## config.mk

```make
export PLATFORM = sky130hd
export DESIGN_NAME = bcd_stopwatch_ctrl
export DESIGN_NICKNAME = d
export VERILOG_FILES = /design/src/rtl/bcd_stopwatch_ctrl.sv
export SDC_FILE = /design/constraint.sdc
export NUM_CORES = 1
export LEC_CHECK = 0
export CELL_PAD_IN_SITES_DETAIL_PLACEMENT = 0
export CELL_PAD_IN_SITES_GLOBAL_PLACEMENT = 1
export CORE_MARGIN = 4
export CORE_UTILIZATION = 30
export DETAILED_ROUTE_END_ITERATION = 16
export PLACE_DENSITY_LB_ADDON = 0.08
export SLEW_MARGIN = 5
export SYNTH_ARGS = -nofsm -noshare
export SYNTH_HDL_FRONTEND = slang
export SYNTH_SLANG_ARGS = --single-unit
```

## constraint.sdc

```tcl
create_clock -name clk -period 3.45 [get_ports clk]
set_input_delay 0.5175 -clock clk [delete_from_list [all_inputs] [get_ports clk]]
set_output_delay 0.5175 -clock clk [all_outputs]
set_load 0.05 [all_outputs]
```

## src/rtl/bcd_stopwatch_ctrl.sv

```systemverilog
`default_nettype none
// +--------------------------------------------------------------------------+
// | bcd_stopwatch_ctrl: start/stop/clear/lap sequencer for a BCD digit bank  |
// | rev 1.0                                                                  |
// +--------------------------------------------------------------------------+
module bcd_stopwatch_ctrl #(
   parameter int DIGITS   = 4,
   parameter int PRESCALE = 10
) (
   input  logic                  clk,
   input  logic                  reset,
   input  logic                  start,
   input  logic                  stop,
   input  logic                  clear,
   input  logic                  lap,
   input  logic [4*DIGITS-1:0]   target,
   input  logic [4*DIGITS-1:0]   digits_q,
   output logic [DIGITS-1:0]     digit_en,
   output logic                  digit_rst,
   output logic                  running,
   output logic                  paused,
   output logic                  done,
   output logic                  wrapped,
   output logic                  lap_valid,
   output logic [4*DIGITS-1:0]   lap_value
);

   localparam int c_pw = (PRESCALE > 1) ? $clog2(PRESCALE) : 1;
   localparam logic [c_pw-1:0] c_last = c_pw'(PRESCALE - 1);

   typedef enum logic [1:0] {
      IDLE  = 2'd0,
      RUN   = 2'd1,
      PAUSE = 2'd2,
      DONE  = 2'd3
   } state_t;

   state_t             r_state;
   state_t             w_next;
   logic [c_pw-1:0]    r_presc;
   logic               r_digit_rst;
   logic               r_wrapped;
   logic               r_lap_valid;
   logic [4*DIGITS-1:0] r_lap_value;
   logic               w_match;
   logic               w_tick;
   logic [DIGITS:0]    w_nines;
   logic [DIGITS-1:0]  w_nib_ok;

   // w_nines[i] is high when every digit below i holds 9 (the carry chain)
   assign w_nines[0] = 1'b1;

   generate
      for (genvar i = 0; i < DIGITS; i++) begin : g_digit
         assign w_nib_ok[i]   = (target[4*i +: 4] <= 4'd9);
         assign w_nines[i+1]  = w_nines[i] & (digits_q[4*i +: 4] == 4'd9);
         assign digit_en[i]   = w_tick & w_nines[i];
      end
   endgenerate

   assign w_match = (r_state == RUN) && (target != '0) && (&w_nib_ok) && (digits_q == target);
   assign w_tick  = (r_state == RUN) && (r_presc == c_last) && !w_match && !clear && !stop;

   always_ff @(posedge clk) begin
      if (reset)
         r_state <= IDLE;
      else
         r_state <= w_next;
   end

   // stop outranks start, so a simultaneous start+stop never resumes
   always_comb begin
      w_next = r_state;
      if (clear) begin
         w_next = IDLE;
      end else begin
         case (r_state)
            IDLE:    if (start && !stop) w_next = RUN;
            RUN:     if (stop) w_next = PAUSE;
                     else if (w_match) w_next = DONE;
            PAUSE:   if (start && !stop) w_next = RUN;
            DONE:    w_next = DONE;
            default: w_next = IDLE;
         endcase
      end
   end

   // Prescaler only advances while staying in RUN, so pausing preserves phase
   always_ff @(posedge clk) begin
      if (reset || clear)
         r_presc <= '0;
      else if (r_state == IDLE)
         r_presc <= '0;
      else if (w_tick)
         r_presc <= '0;
      else if (r_state == RUN && w_next == RUN)
         r_presc <= r_presc + c_pw'(1);
   end

   always_ff @(posedge clk) begin
      if (reset) begin
         r_digit_rst <= 1'b1;
         r_wrapped   <= 1'b0;
         r_lap_valid <= 1'b0;
         r_lap_value <= '0;
      end else begin
         r_digit_rst <= clear;
         if (clear)
            r_wrapped <= 1'b0;
         else if (w_tick && w_nines[DIGITS])
            r_wrapped <= 1'b1;
         r_lap_valid <= lap && (r_state != IDLE);
         if (lap && (r_state != IDLE))
            r_lap_value <= digits_q;
      end
   end

   assign digit_rst = r_digit_rst;
   assign wrapped   = r_wrapped;
   assign lap_valid = r_lap_valid;
   assign lap_value = r_lap_value;
   assign running   = (r_state == RUN);
   assign paused    = (r_state == PAUSE);
   assign done      = (r_state == DONE);

endmodule
`default_nettype wire
```

==> flow_summary.toml, run 1 <==
[status]
status = "finished, final reports clean"

[synthesis]
ys_seq_elements = 25
synthTopCellsByArea = "dfxtp_1 (38%), nand2_1 (12%), a21oi_1 (7.9%)"
syn-cell-area_mm2 = 0.00133
ys_seq_area_frac = 0.376
synth_cell_types = 34
synth_edf_count = 0
yosys.area.top_type = "dfxtp_1"
synthCells = 173
syn-num-nets = 213
syn_avg_cell_area_um2 = 7.70
ys.flop_type = "dfxtp_1"
yosysTopAreaCellShare = 0.376
synthArstFlopShare = 0
yosys_warnings = 0

[finish]
final_layout_size_suffix_gt1_frac = 0.0815
seq_area_um2 = 500
final_cell_area_mm2 = 0.00203
nets = 274
nFillCells = 400
antennaDiodeCount = 0
multi_input_area_um2 = 782
syn_to_final_growth_pct = 52.7

[detailed_routing]
vias = 1390
first_pass_iters = 4
viasPerCell = 4.91
drt_iter0_drc = 28
drc = 0
drt_wl_total_mm = 4.15
ant_nets = 0
post_drt_wl_per_cell_um = 14.7

[timing]
drv_slew = 0
timing.final.crit_period_ns = 3.10
setup_violations = 0
relSlewSlack = 0.499
hold_viol = 0
tns_ns = 0
rsz0062_at_grt = "no"
worstMarginPinSlew_ns = 0.751
clock_skew_ns = 0.00138
timing.final.crit_share = 0.899
fmax_ghz = 0.322

[power]
peakVddDrop_uv = 125
powerDensity_mw_per_mm2 = 292
leakage_uw = 0.000675

[critical_path]
crit_fanout = 7
startpoint_type = "primary input"
required_ns = 2.93
critPathKind = "primary input to primary output"
slowest_delay_ns = 0.54
worst_path_max_delay_cell = "clkdlybuf4s50_1"
path_cells = "clkdlybuf4s50_1 > xnor2_1 > nand4_1 > or4_1 > or3_4 > nand2_4 > nor3_1 > buf_4"
end_kind = "primary output"
crit_family = "simple AND/OR/NAND/NOR gates"
worstPathArrival_ns = 2.58
cp_num_buf_inv = 2

[floorplanning]
dieArea_mm2 = 0.00557
dieWidth_um = 74.6
io_pins = 64
coreArea_mm2 = 0.00414
start_util = 0.322
num_rows = 23
chipHeight_um = 74.6

[clocking]
cts_max_level = 1
worstSkewPairLatency_ns = 0.27
post_cts_resized = 0
ctsHoldBuffers = 0
clock_sink_count = 25
cts_tree = "built"
cts_root_buf = "clkbuf_8"
postCtsSetupBuffers = 0
path_clk_slew_ns = 0.09
cts_buffers = 3
cts_buffer_depth = 2

[global_routing]
grt_pass1_vias = 1463
antenna_found_initial = 0
grt_pass1_wl_mm = 6.79
grt_max_degree = 19
track_usage = 0.158
grt.overflow.total = 0

[placed_design]
portBuffers = 63
dp_hpwl_mm = 3.40
place_area_mm2 = 0.00198
place_congestion = 0.805

[job]
maxCapViolations = 0

[hold_path]
hold_path.class = "flop to flop"
==> synth_stat cells (2+ instances only) <==
cell type  count
a21oi_1       21
buf_4          2
clkbuf_1       5
dfxtp_1       25
ha_1           2
inv_1          4
mux2_1         2
nand2_1       41
nand4_1        5
nor2_1        12
nor2b_1        2
nor3_1         7
nor4_1         4
o21ai_0        8
or4_1          2
or4_4          2
xnor2_1       12
==> worst min-delay path, stage by stage, from the launching register on <==
cell and delay, ns:
dfxtp_1 0.32, nand2_1 0.06, o21ai_2 0.04
==> flip-flops by register name (all words and copies together) (netlist names) <==
register   flops
lap_value     16
r_presc        4
r_state        2
digit_rst      1
lap_valid      1
wrapped        1
==> report_power, final <==
group,switching (uW),internal (uW),total (uW)
Clock,96.6,80.9,177
Sequential,2.71,293,295
Combinational,58.7,62.5,121
Total,158,436,594
==> final timing paths <==
| path | cells past startpoint | from | slack [ns] | to |
|---|---|---|---|---|
| max reg2reg | 7 | r_presc[0]$_SDFFE_PP0P_ | 1.16 | wrapped$_SDFFE_PP0P_ |
| min reg2reg | 2 | wrapped$_SDFFE_PP0P_ | 0.46 | wrapped$_SDFFE_PP0P_ |
| min | 2 | wrapped$_SDFFE_PP0P_ | 0.46 | wrapped$_SDFFE_PP0P_ |
| max | 8 | digits_q[0] | 0.35 | digit_en[3] |
==> metal layers <==
metal	global-route usage	part of all wire	up-vias
met1	0.184	0.41	621
met2	0.269	0.49	49
met5	0	0	-
met4	0.0553	0.011	0
met3	0.0547	0.087	5
li1	-	-	715
==> placed cells by master, fill, tap and decap left out, types with 3 or more instances in the layout <==
cell / instances
a21oi_1: 21
buf_4: 5
clkbuf_8: 3
clkdlybuf4s50_1: 59
dfxtp_1: 25
inv_1: 4
nand2_1: 41
nand4_1: 5
nor2_1: 12
nor3_1: 7
nor4_1: 4
o21ai_0: 8
xnor2_1: 12
==> area by class of cell <==
| cell class | count | share of cell area |
|---|---|---|
| multi-input combinational | 136 | 0.384 |
| timing repair buffer | 64 | 0.309 |
| sequential | 25 | 0.246 |
| tap | 50 | 0.0308 |
| clock buffer | 3 | 0.0203 |
| inverter | 4 | 0.00738 |
| clock inverter | 1 | 0.00246 |
==> cell families (layout without fill, tap and decap cells) <==
kind of cell | count (synthesis) | count (layout) | share of synthesized area
compound gates | 34 | 34 | 0.137
buf+inv | 12 | 72 | 0.0404
flops | 25 | 25 | 0.376
fa+ha+maj | 2 | 2 | 0.0188
mux | 2 | 2 | 0.0169
simple gates | 86 | 86 | 0.332
xor+xnor | 12 | 12 | 0.0789
==> stage by stage <==
stage	power, uW	std cells	util	hold slack, ns	setup WS, ns
floorplan	351	173	-	0.458	0.438
CTS	605	283	0.490	0.460	0.342
global placement	423	279	0.479	0.441	0.355
detailed placement	424	279	0.479	0.443	0.342
finish	594	283	0.491	0.455	0.348
global route	625	283	0.491	0.483	0.255
Note: power is estimated with default switching activity, not from simulation.
==> run 2: changes to the inputs <==
CORE_UTILIZATION = 25   (was 30)
GPL_ROUTABILITY_DRIVEN = 0   (was default)
SLEW_MARGIN = 20   (was 5)
clock period = 2.8 ns   (was 3.45 ns; I/O delays follow)
==> flow_summary.toml, run 2 (synthesis gave the netlist of run 1 again) <==
[finish]
largest_register_ffs = 16
syn_to_final_growth_pct = 65.7
antennaDiodeCount = 0
nets = 295
final_cells = 324
final_layout_size_suffix_gt1_frac = 0.169
mostFrequentLayoutCell = "nand2_1"
final_cell_mix = "nand2_1 (41), clkdlybuf4s50_1 (35), buf_4 (26)"

[timing]
timing.final.crit_share = 0.968
drv_slew = 0
fmax_ghz = 0.369
worstMarginPinSlew_ns = 0.646
clock_skew_ns = 0.00173
timing.final.crit_period_ns = 2.71
relSlewSlack = 0.565
hold_viol = 0
rsz0062_at_grt = "no"
setup_violations = 0
hold_slack_ns = 0.464

[clocking]
cts_tree = "built"
cts_buffer_depth = 2
path_clk_slew_ns = 0.10
worstSkewPairLatency_ns = 0.27
cts_buffers = 3
cts_max_level = 1
cts_root_buf = "clkbuf_8"
clock_sink_count = 25
ctsHoldBuffers = 0

[floorplanning]
dieWidth_um = 81.0
num_rows = 26
io_pins = 64
dieArea_mm2 = 0.00656
chipHeight_um = 81.0
start_util = 0.259
coreArea_mm2 = 0.00514

[critical_path]
critPathKind = "flop to primary output"
end_kind = "primary output"
startpoint_type = "flop"
required_ns = 2.38
worstPathArrival_ns = 2.29
slowest_delay_ns = 0.53
worst_path_max_delay_cell = "or4_4"
crit_fanout = 5
path_cells = "ha_1 > nand2_1 > nor2_2 > nand4_1 > or4_4 > nor3_2 > buf_4"
rrSetupSlack_ns = 0.49

[detailed_routing]
ant_nets = 0
drt_wl_total_mm = 4.60
dr.max_layer_used = "met4"
drt_iter0_drc = 52
dr_wl_met2_mm = 2.31
wl_met3_um = 298
vias = 1485
wl_met1_mm = 1.95
drc = 0
viasPerCell = 4.58
post_drt_wl_per_cell_um = 14.2
first_pass_iters = 4

[global_routing]
track_usage = 0.144
grt_pass1_vias = 1547
grt.overflow.total = 0
antenna_found_initial = 0
grt_pass1_wl_mm = 7.27
grt_max_degree = 18

[placed_design]
portBuffers = 63
dp_hpwl_mm = 3.76
place_inst = 318

[power]
leakage_uw = 0.000824
peakVddDrop_uv = 166
powerDensity_mw_per_mm2 = 339

[hold_path]
hold_path.class = "flop to flop"

[job]
maxCapViolations = 0

[status]
status = "finished, final reports clean"
==> run 2: power breakdown <==
part / total, uW / internal [uW] / switching, uW / leakage [uW]
Sequential: 364 / 361 / 3.20 / 0.000203
Clock: 225 / 99.7 / 126 / 0.0000255
Combinational: 160 / 81.1 / 78.8 / 0.000596
Total: 749 / 542 / 208 / 0.000824
==> run 2: worst paths after layout <==
kind	startpoint	endpoint	cells past startpoint
worst max-delay path	r_presc[0]$_SDFFE_PP0P_	digit_en[3]	7
worst min register to register	lap_value[15]$_SDFFE_PP0P_	lap_value[15]$_SDFFE_PP0P_	2
worst max register to register	r_presc[0]$_SDFFE_PP0P_	wrapped$_SDFFE_PP0P_	7
worst min-delay path	lap_value[15]$_SDFFE_PP0P_	lap_value[15]$_SDFFE_PP0P_	2
==> run 2: timing repair <==
| action | CTS | global route |
|---|---|---|
| buffers inserted | 2 | 0 |
| resized for setup | 25 | 3 |
| pin swaps | 7 | 0 |
| endpoints found under the setup margin | 4 | 4 |
==> run 2: metrics by stage <==
step	utilization	total power (uW)	setup TNS [ns]	instance area [um2]	setup WS, ns
after floorplan	-	433	0	1340	0.205
after global routing	0.430	785	0	2210	0.000521
final	0.430	749	0	2210	0.0884
after global placement	0.420	541	-0.361	2160	-0.0946
after CTS	0.427	759	0	2200	0.0239
after detailed placement	0.420	542	-0.455	2160	-0.124
==> run 2: per-layer routing <==
metal,vias to the layer above,GRT usage
li1,759,-
met1,674,0.165
met2,48,0.258
met3,4,0.0399
met4,0,0.0422
met5,-,0
==> run 2: area by class of cell <==
cell class	instances	area [um2]
fillers	565	2930
multi-input cells	136	798
repair buffers	85	759
flip-flops and latches	25	502
well taps	70	87.6
clock buffers	3	41.3
inverters	4	15.0
clock inverters	1	5.00
==> run 2: worst max-delay path: cells and delay by family (launching register included) <==
kind | cells | cell delay [ns]
buf+inv | 1 | 0.23
simple gates | 5 | 1.21
flops | 1 | 0.41
fa+ha+maj | 1 | 0.17
==> run 3: changes to the inputs <==
HOLD_SLACK_MARGIN = 0.03   (was default)
SETUP_SLACK_MARGIN = 0.15   (was default)
==> flow_summary.toml, run 3 (synthesis gave the netlist of run 1 again) <==
[clocking]
cts_tree = "built"
path_clk_slew_ns = 0.09
ctsHoldBuffers = 0
cts_buffer_depth = 2
cts_buffers = 3
worstSkewPairLatency_ns = 0.27
clock_sink_count = 25
cts_root_buf = "clkbuf_8"
cts_max_level = 1

[global_routing]
grt_max_degree = 18
track_usage = 0.144
antenna_found_initial = 0
grt_pass1_wl_mm = 7.31
grt.overflow.total = 0
grt_pass1_vias = 1558

[finish]
nets = 298
nFillCells = 563
final_cell_mix = "nand2_1 (40), clkdlybuf4s50_1 (32), buf_4 (25)"
largest_register_ffs = 16
seq_area_um2 = 503
mostFrequentLayoutCell = "nand2_1"
multi_input_area_um2 = 858
final_layout_size_suffix_gt1_frac = 0.233
syn_to_final_growth_pct = 72.5
antennaDiodeCount = 0

[detailed_routing]
vias = 1486
drc = 0
drt_iter0_drc = 46
drt_wl_total_mm = 4.64
first_pass_iters = 4
post_drt_wl_per_cell_um = 14.2
viasPerCell = 4.54
ant_nets = 0

[power]
power.total_uw = 749
peakVddDrop_uv = 166
leakage_uw = 0.000877
powerDensity_mw_per_mm2 = 326

[floorplanning]
coreArea_mm2 = 0.00514
dieArea_mm2 = 0.00656
chipHeight_um = 81.0
dieWidth_um = 81.0
num_rows = 26
io_pins = 64
start_util = 0.259

[critical_path]
worstReg2RegStart = "r_state[0]$_SDFF_PP0_"
r2r_cells = 8
crit_start = "digits_q[0]"
end_kind = "primary output"
critPathKind = "primary input to primary output"
crit_fanout = 6
required_ns = 2.38
startpoint_type = "primary input"
worstPathArrival_ns = 2.19

[timing]
fmax_ghz = 0.384
timing.final.crit_share = 0.931
rsz0062_at_grt = "no"
worstMarginPinSlew_ns = 0.654
clock_skew_ns = 0.00293
hold_viol = 0
setup_violations = 0
drv_slew = 0
timing.final.crit_period_ns = 2.61
worst_slack_ns = 0.193
tns_ns = 0
relSlewSlack = 0.559

[placed_design]
pre_cts_ws_ns = -0.124
dp_hpwl_mm = 3.76
portBuffers = 63

[hold_path]
worstHoldPathCells = 3
hold_path.class = "primary input to flop"
min_from = "digits_q[2]"

[job]
maxCapViolations = 0

[status]
status = "finished, final reports clean"
[run 3: power breakdown]
group	internal (uW)	leakage (uW)	switching, uW	total, uW
combinational	81.1	0.000648	81.0	162
clock	99.6	0.0000255	123	223
sequential	361	0.000203	3.21	364
total	542	0.000877	208	749
[run 3: critical path: stages]
cell and delay, ns:
dlygate4sd2_1 0.27, xnor2_1 0.19, nand4_1 0.11, or4_4 0.49, or3_4 0.38, nand2_8 0.11
nor3_2 0.05, buf_6 0.16
[run 3: repair_timing]
action | in CTS | in global routing
endpoints found under the setup margin | 4 | 4
pin swaps | 10 | 17
gates resized for setup | 41 | 23
setup buffers | 3 | 2
[run 3: per-layer routing]
metal	global-route usage	wire [um]	vias up	share of wire
met3	0.0399	296	4	0.064
met1	0.165	1950	673	0.42
met5	0	0	-	0
li1	-	-	765	-
met2	0.261	2350	44	0.51
met4	0.0405	42	0	0.0091
[run 3: through the flow]
stage	hold WS (ns)	utilization	cells	instance area [um2]
final	0.424	0.447	327	2300
after global routing	0.451	0.447	327	2300
after CTS	0.464	0.439	325	2250
after floorplan	0.458	-	173	1340
after global placement	0.445	0.420	318	2160
after detailed placement	0.450	0.420	318	2160
[run 3: path summary, 6_finish.rpt]
| path | end | slack [ns] |
|---|---|---|
| worst max register to register | r_presc[0]$_SDFFE_PP0P_ | 0.56 |
| worst max-delay path | digit_en[0] | 0.19 |
| worst min register to register | lap_value[15]$_SDFFE_PP0P_ | 0.46 |
| worst min-delay path | lap_value[2]$_SDFFE_PP0P_ | 0.42 |
[run 3: layout make-up]
class                           instances  share of cell area
Clock buffer                            3              0.0180
Multi-Input combinational cell        136               0.373
Timing Repair Buffer                   88               0.343
Clock inverter                          1             0.00218
Inverter                                4             0.00653
Sequential cell                        25               0.219
Tap cell                               70              0.0381
==> RTL change (config.mk and constraints of run 3) <==
The output `digit_rst` loses its register stage (`r_digit_rst` becomes a continuous assignment).
--- a/src/rtl/bcd_stopwatch_ctrl.sv
+++ b/src/rtl/bcd_stopwatch_ctrl.sv
@@ -101,3 +101,2 @@
       if (reset) begin
-         r_digit_rst <= 1'b1;
          r_wrapped   <= 1'b0;
@@ -106,3 +105,2 @@
       end else begin
-         r_digit_rst <= clear;
          if (clear)
@@ -116,2 +114,4 @@
    end
+
+   assign r_digit_rst = clear;
 
Check against the original RTL: not equivalent (a bounded check fails within 4 cycles, from zero or initial values and one cycle with reset high).
==> RTL change against run 3 <==
- synthesized area is 1.9% lower
- clock power increased by 9%
- final area shrank 4.8%
- total power down 0.54%
- via count shrank 1.7%
- global-route usage down 0.19 points
- wire length fell by 4.4%
- hold slack worse by 0.021 ns
- sequential cell count is 1 lower
- worst setup slack improved by 0.018 ns
- largest power group unchanged
- register-to-register slack better by 0.05 ns
==> RTL change: results (changes against run 3) <==
metric,value,unit,change
clock distribution power,0.242,mW,+9%
Worst R2R Path Depth,7,,-1
fraction of layout cells with a size suffix above 1,24.8,%,+1.5 points
hold path start,digits_q[5],,
worst endpoint data arrival time,2.17,ns,-0.02 ns
metal1 wirelength,1.90,mm,-2.1%
largest net degree at the start of global routing,19,,+1
R2R Setup Slk,0.61,ns,+0.05 ns
Final Skew,0.00370,ns,+0.000773 ns
Worst Setup SP,target[4],,
top post-synthesis cells by count,"nand2_1, dfxtp_1, a21oi_1",,
vias,1461,,-1.7%
met2 WL post-DR,2.19,mm,-7.0%
GRT Total Usage,14.2,%,-0.19 points
share of the yosys chip area belonging to registers,36.7,%,-0.81 points
1st-iter DRT viols,48,,+4.3%
multi-input gate share of total cell area,38.4,%,+1.1 points
Hold EP,lap_value[5],,
comb pwr,0.154,mW,-5%
status,"finished, final reports clean",,
Reg-to-Reg Start,r_state[0],,
fin crit period,2.59,ns,-0.0180 ns
DR WL met3,316,um,+6.8%
Yosys reg bits,24,,-4.0%
NonClk Buf Share,32.5,%,-1.8 points
"top cells by area, synth","dfxtp_1, nand2_1, xnor2_1",,
Clock Network Area Fraction,2.52,%,+0.50 points
FF-to-FF End,r_presc[1],,
register area,483,um^2,-4.0%
Signal inverters,3,,-1
number of nets in the layout,291,,-2.3%
GR met2 Demand/Resource,24.4,%,-1.7 points
post-CTS setup buffers,1,,-2
switching power,0.198,mW,-4.5%
Filler cells,543,,-3.6%
Post-Route WL,4.43,mm,-4.4%
Slew headroom,53.1,%,-2.8 points
slowest cell on the critical path,or3_4,,
DP HPWL,3.61,mm,-4.0%
Setup WS pre-CTS,-0.132,ns,-0.00777 ns
Max stage delay on crit path,0.44,ns,-0.05 ns
CLK BUF,4,,+1
"Buffers, non-clock",83,,-5.7%
Netlist cell types,33,,-2.9%
number of global-route vias before repair,1498,,-3.9%
maximum vdd drop,0.239,mV,+44%
met3 Usage GRT,5.27,%,+1.3 points
Leakage,0.820,nW,-6.4%
met1 GRT Util,17.3,%,+0.79 points
syn nets,212,,-0.47%
first-pass GRT wire length,7.25,mm,-0.86%
post-cts resize count,42,,+2.4%
## RTL change: cell types whose count changed in the layout (fill, tap and decap cells not counted), sizes merged, moves of 3 or more
cell / change
buf: -5
clkbuf: +11
dlygate4sd2: -7
clkdlybuf4s15: -3
## RTL change: metrics by stage
| step | util, % | instances | hold slack [ns] | instance area [um^2] |
|---|---|---|---|---|
| 6_report | 43.1 | 320 | 0.403 | 2190 |
| 5_1_grt | 43.1 | 320 | 0.397 | 2190 |
| 4_1_cts | 42.7 | 318 | 0.462 | 2170 |
| 3_5_place_dp | 41.5 | 313 | 0.448 | 2110 |
| 3_3_place_gp | 41.4 | 313 | 0.445 | 2100 |
| 2_1_floorplan | - | 172 | 0.458 | 1310 |
## RTL change: kinds of logic (layout without fill, tap and decap cells)
kind of cell    after synthesis  count (layout)  synth area share [%]
compound gates               34              34                  14.5
xor+xnor                     12              12                  8.04
fa+ha+maj                     2               2                  1.91
buf+inv                      12              90                  4.40
flops                        24              24                  36.7
mux                           2               2                  1.72
simple gates                 86              86                  32.7
